==> src/rtl/pll_reset_seq.sv <==
`default_nettype none
// ============================================================================
//  Module      : pll_reset_seq
//  Description : Reset/lock sequencer for the capture-clock PLL. Pulses the
//                PLL reset, waits for lock with timeout and bounded retries,
//                debounces LOCKED and only then releases the downstream reset.
//                Re-sequences on loss of lock; latches FAULT after repeated
//                lock failures.
//  Revision    : 1.0 - initial release
// ============================================================================
module pll_reset_seq #(
    parameter int PLL_RST_CYCLES      = 16,
    parameter int LOCK_STABLE_CYCLES  = 1024,
    parameter int LOCK_TIMEOUT_CYCLES = 65535,
    parameter int MAX_RETRIES         = 3,
    parameter int CNT_W               = 16
) (
    input  logic       clk_i,
    input  logic       rst_i,
    input  logic       pll_locked_i,
    input  logic       restart_i,
    output logic       pll_rst_o,
    output logic       rst_out_o,
    output logic       ready_o,
    output logic       fault_o,
    output logic [3:0] retry_count_o,
    output logic [2:0] state_o
);

    typedef enum logic [2:0] {
        RESET_PLL = 3'd0,
        WAIT_LOCK = 3'd1,
        STABLE    = 3'd2,
        RUN       = 3'd3,
        FAULT     = 3'd4
    } state_t;

    localparam logic [CNT_W-1:0] c_rst_last     = CNT_W'(PLL_RST_CYCLES - 1);
    localparam logic [CNT_W-1:0] c_stable_last  = CNT_W'(LOCK_STABLE_CYCLES - 1);
    localparam logic [CNT_W-1:0] c_timeout_last = CNT_W'(LOCK_TIMEOUT_CYCLES - 1);
    localparam logic [3:0]       c_max_retries  = 4'(MAX_RETRIES);

    state_t           state_q, state_d;
    logic [CNT_W-1:0] cnt_q, cnt_d;
    logic [3:0]       retry_q, retry_d;
    logic             locked_meta_q, locked_s_q;
    logic             pll_rst_q, rst_out_q, ready_q, fault_q;

    // Two-flop synchroniser for the asynchronous LOCKED input
    always_ff @(posedge clk_i) begin
        if (rst_i) begin
            locked_meta_q <= 1'b0;
            locked_s_q    <= 1'b0;
        end else begin
            locked_meta_q <= pll_locked_i;
            locked_s_q    <= locked_meta_q;
        end
    end

    // Next-state, counter and retry logic; restart overrides the state logic
    always_comb begin
        state_d = state_q;
        cnt_d   = cnt_q;
        retry_d = retry_q;
        if (restart_i) begin
            state_d = RESET_PLL;
            cnt_d   = '0;
            retry_d = '0;
        end else begin
            unique case (state_q)
                RESET_PLL: begin
                    if (cnt_q == c_rst_last) begin
                        state_d = WAIT_LOCK;
                        cnt_d   = '0;
                    end else begin
                        cnt_d = cnt_q + 1'b1;
                    end
                end
                WAIT_LOCK: begin
                    // Lock takes precedence over a coincident timeout
                    if (locked_s_q) begin
                        state_d = STABLE;
                        cnt_d   = '0;
                    end else if (cnt_q == c_timeout_last) begin
                        cnt_d = '0;
                        if (retry_q == c_max_retries) begin
                            state_d = FAULT;
                        end else begin
                            state_d = RESET_PLL;
                            retry_d = retry_q + 1'b1;
                        end
                    end else begin
                        cnt_d = cnt_q + 1'b1;
                    end
                end
                STABLE: begin
                    // A dropout here is treated as a glitch: re-wait, no retry charged
                    if (!locked_s_q) begin
                        state_d = WAIT_LOCK;
                        cnt_d   = '0;
                    end else if (cnt_q == c_stable_last) begin
                        state_d = RUN;
                        cnt_d   = '0;
                        retry_d = '0;
                    end else begin
                        cnt_d = cnt_q + 1'b1;
                    end
                end
                RUN: begin
                    cnt_d = '0;
                    if (!locked_s_q) begin
                        state_d = RESET_PLL;
                    end
                end
                FAULT: begin
                    cnt_d = '0;
                end
                default: begin
                    state_d = RESET_PLL;
                    cnt_d   = '0;
                    retry_d = '0;
                end
            endcase
        end
    end

    // State register plus output flags decoded from the next state so that
    // every output is a flop aligned with the state it belongs to
    always_ff @(posedge clk_i) begin
        if (rst_i) begin
            state_q   <= RESET_PLL;
            cnt_q     <= '0;
            retry_q   <= '0;
            pll_rst_q <= 1'b1;
            rst_out_q <= 1'b1;
            ready_q   <= 1'b0;
            fault_q   <= 1'b0;
        end else begin
            state_q   <= state_d;
            cnt_q     <= cnt_d;
            retry_q   <= retry_d;
            pll_rst_q <= (state_d == RESET_PLL) || (state_d == FAULT);
            rst_out_q <= (state_d != RUN);
            ready_q   <= (state_d == RUN);
            fault_q   <= (state_d == FAULT);
        end
    end

    assign pll_rst_o     = pll_rst_q;
    assign rst_out_o     = rst_out_q;
    assign ready_o       = ready_q;
    assign fault_o       = fault_q;
    assign retry_count_o = retry_q;
    assign state_o       = state_q;

endmodule
`default_nettype wire

==> config.mk <==
export PLATFORM = sky130hd
export DESIGN_NAME = pll_reset_seq
export DESIGN_NICKNAME = d
export VERILOG_FILES = /design/src/rtl/pll_reset_seq.sv
export SDC_FILE = /design/constraint.sdc
export NUM_CORES = 1
export LEC_CHECK = 0
export ABC_AREA = 0
export CAP_MARGIN = 30
export CORE_MARGIN = 5
export CORE_UTILIZATION = 30
export CTS_BUF_LIST = sky130_fd_sc_hd__clkbuf_2
export DETAILED_ROUTE_END_ITERATION = 16
export HOLD_SLACK_MARGIN = 0.05
export SYNTH_ARGS = -nofsm -noshare
export SYNTH_HDL_FRONTEND = slang
export SYNTH_SLANG_ARGS = --single-unit
==> constraint.sdc <==
create_clock -name clk_i -period 2.4 [get_ports clk_i]
set_input_delay 0.48 -clock clk_i [delete_from_list [all_inputs] [get_ports clk_i]]
set_output_delay 0.48 -clock clk_i [all_outputs]
set_load 0.005 [all_outputs]
==> key figures, run 1 <==
Status
  – Status: finished clean

Detailed routing
  – Post-Route WL: 2890 um
  – Drc violations: 0
  – Via count: 1212
  – First drt pass iteration count: 4
  – 1st-iter DRT viols: 90
  – Wire per inst: 11.7 um
  – Vias/cell: 4.91
  – Routed Antenna Nets: 0

Logic synthesis
  – Largest area contributor in the netlist: dfxtp_1
  – Syn Nets: 171
  – Post-Syn Instances: 164
  – Most used DFF post-synth: dfxtp_1
  – Top-count cell post-synth: dfxtp_1
  – Sequential area share after synthesis: 42.0%
  – Yosys Warn Count: 0
  – Synthesized area: 1380 sq um
  – Post-synth EDFFs: 0
  – Top cells by area, synth: dfxtp_1 (42%), nor2_1 (7.3%), xnor2_1 (4.4%)
  – Most common library cells after synthesis: dfxtp_1 (29), nor2_1 (27), nand2_1 (12), o21ai_0 (12), nand3_1 (9)
  – Async S/R FF share, synth: 0%
  – Flops & latches, synth: 29
  – Yosys top cell area share: 42.0%
  – Mean post-synth cell area: 8.43 sq um
  – Post-synth cell types: 34

STA
  – RSZ-0062 raised after global routing: no
  – Fmax: 0.472 GHz
  – Clk_skew: 0.0176 ns
  – Pins Over Slew Limit: 0
  – Slew @ Worst Pin: 0.653 ns
  – Crit path time final: 2.12 ns
  – Setup-failing EPs final: 0
  – Slew margin rel.: 56.3%
  – Final period utilization: 88.3%
  – Fin Hold WS: 0.453 ns
  – Final hold viol count: 0
  – Final worst setup slack: 0.282 ns

Setup path
  – Kind of cell adding the most delay to the critical path: simple AND/OR/NAND/NOR gates
  – Worst Path Required: 2.63 ns
  – Nature of the critical path endpoint: flip-flop
  – Crit path DAT: 2.35 ns
  – Largest stage delay on the critical path: 0.62 ns
  – CP max stage cell: a211oi_4
  – WS Path Type: reg -> reg
  – Worst Path Max Fanout: 16
  – Bufs and invs on worst path: 0
  – Worst-path cell chain: or4_4 -> nor4_4 -> nand2_1 -> a211oi_4 -> nor2_1
  – Startpoint Class: flip-flop

CTS
  – Num CTS Buffers: 5
  – Root cell of the clock tree: clkbuf_2
  – Clock Latency Late Sink: 0.36 ns
  – Setup Buffers After CTS: 0
  – CTS tree: yes
  – Max H-tree Level: 2
  – Worst-case clock buffer depth: 2
  – Hold Buf Count CTS: 0
  – Clock Sinks: 29
  – Post-CTS Resized: 0
  – Clk slew on worst S/H paths: 0.16 ns

Die
  – Initial Util: 31.3%
  – FP Rows: 24
  – I/O pin total: 15
  – Die span in y: 77.9 um
  – Die X: 77.9 um
  – Die area: 6070 sq um
  – Core ar.: 4410 sq um

Global route
  – Global-route wire length before repair: 5000 um
  – Initial antenna violation count: 0
  – GRT overflow: 0
  – Vias in the first global route: 1100
  – Largest net degree at the start of global routing: 17
  – Total track usage: 10.2%

Power
  – Combinational share of power: 3.0%
  – Clk network pwr share: 46.9%
  – Sequential Power Share: 50.2%
  – PwrDens: 550 nW/um^2
  – Max IR drop VDD: 0.202 mV
  – Leakage: 0.606 nW
  – Sw frac: 19.8%
  – Internal: 0.779 mW
  – Net switching power: 0.192 mW

Layout
  – Layout area overhead: 27.8%
  – Layout cells sized above 1: 16.4%
  – Fillers: 447
  – Post-route insts no fill: 247
  – ANT cells: 0
  – Nets: 201
  – Fin area: 1770 sq um

Place
  – Hpwl dp: 2180 um
  – RePlAce Congestion: 0.788
  – Pre-CTS setup slack: -0.102 ns
  – Placed cell areas: 1670 sq um
  – Cell count after placement: 239
  – # port buffers: 14

Min path
  – HP Class: reg -> reg

Flow run
  – Max Cap Viol: 0
==> final timing paths <==
path / from / endpoint / slack [ns] / depth (start not counted)
setup / recovery: cnt_q[10]$_SDFF_PP0_ / cnt_q[6]$_SDFF_PP0_ / 0.28 / 5
hold / removal: locked_meta_q$_SDFF_PP0_ / locked_s_q$_SDFF_PP0_ / 0.45 / 1
setup reg to reg: cnt_q[10]$_SDFF_PP0_ / cnt_q[6]$_SDFF_PP0_ / 0.28 / 5
hold reg to reg: locked_meta_q$_SDFF_PP0_ / locked_s_q$_SDFF_PP0_ / 0.45 / 1
==> flip-flops by register name, summed over array words and instances, names as in the netlist <==
name,flops
cnt_q,16
fault_o,1
locked_meta_q,1
locked_s_q,1
pll_rst_o,1
ready_o,1
retry_count_o,4
rst_out_o,1
state_o,3
==> metal layers <==
layer | wire, um | global-route usage [%] | vias up
li1 | - | - | 639
met1 | 1460 | 13.8 | 548
met2 | 1240 | 13.9 | 19
met3 | 130 | 3.70 | 6
met4 | 59 | 5.67 | 0
met5 | 0 | 0 | -
==> final cells by class <==
cell class / instances / area (sq um) / share of cell area (%)
tap: 52 / 65.1 / 3.68
sequential: 29 / 581 / 32.9
multi-input combinational: 126 / 767 / 43.4
clock buffer: 5 / 25.0 / 1.42
clock inverter: 3 / 65.1 / 3.68
inverter: 3 / 11.3 / 0.637
timing repair buffer: 29 / 253 / 14.3
==> power groups by stage <==
stage	logic (mW)	clock network (mW)	registers, mW
2_1_floorplan	0.0152	0	0.498
3_3_place_gp	0.0276	0	0.497
3_5_place_dp	0.0281	0	0.497
4_1_cts	0.0282	0.469	0.487
5_1_grt	0.0318	0.496	0.488
6_report	0.0288	0.455	0.487
==> through the flow <==
stage	TNS (ns)	power, mW	util (%)
after floorplan	0	0.513	-
after global placement	-0.113	0.525	37.8
after detailed placement	-1.01	0.526	37.8
after CTS	0	0.985	39.9
after global routing	0	1.02	40.0
final	0	0.971	40.0
==> placed cells by master (no fill, tap or decap), types with 2 or more instances in the layout <==
| cell | synthesis | final |
|---|---|---|
| or4b_2 | 2 | 2 |
| buf_4 | 0 | 15 |
| xor2_1 | 7 | 7 |
| nand3_1 | 9 | 9 |
| nand3b_1 | 2 | 2 |
| clkdlybuf4s50_1 | 0 | 14 |
| nor2b_1 | 2 | 2 |
| ha_1 | 3 | 3 |
| inv_1 | 3 | 3 |
| nand4_1 | 8 | 8 |
| clkbuf_2 | 0 | 5 |
| bufinv_16 | 0 | 2 |
| nor2_1 | 27 | 27 |
| nor3b_1 | 3 | 3 |
| a31oi_1 | 2 | 2 |
| xnor2_1 | 7 | 7 |
| nand2_1 | 12 | 12 |
| o21ai_0 | 12 | 12 |
| nor4_1 | 4 | 4 |
| dfxtp_1 | 29 | 29 |
| or2_2 | 2 | 2 |
| nor3_1 | 5 | 5 |
| a21oi_1 | 7 | 7 |
==> worst register-to-register path: cells and delay by family (launching register included) <==
| kind | cells | cell delay (ns) |
|---|---|---|
| AND/OR/NAND/NOR | 4 | 1.02 |
| AO/OA/AOI/OAI | 1 | 0.62 |
| flip-flops | 1 | 0.35 |
==> logic make-up after synthesis <==
logic type	synth area share [%]
xor+xnor	8.87
buf+inv	3.08
compound gates	10.5
flops	42.0
simple gates	32.9
fa+ha+maj	2.72
(Power assumes the default switching activity.)
==> run 2: changes to the inputs <==
- ABC_AREA: 0 -> default
==> results of run 2 <==
No change in the layout: final DEF, timing and power equal those of run 1.
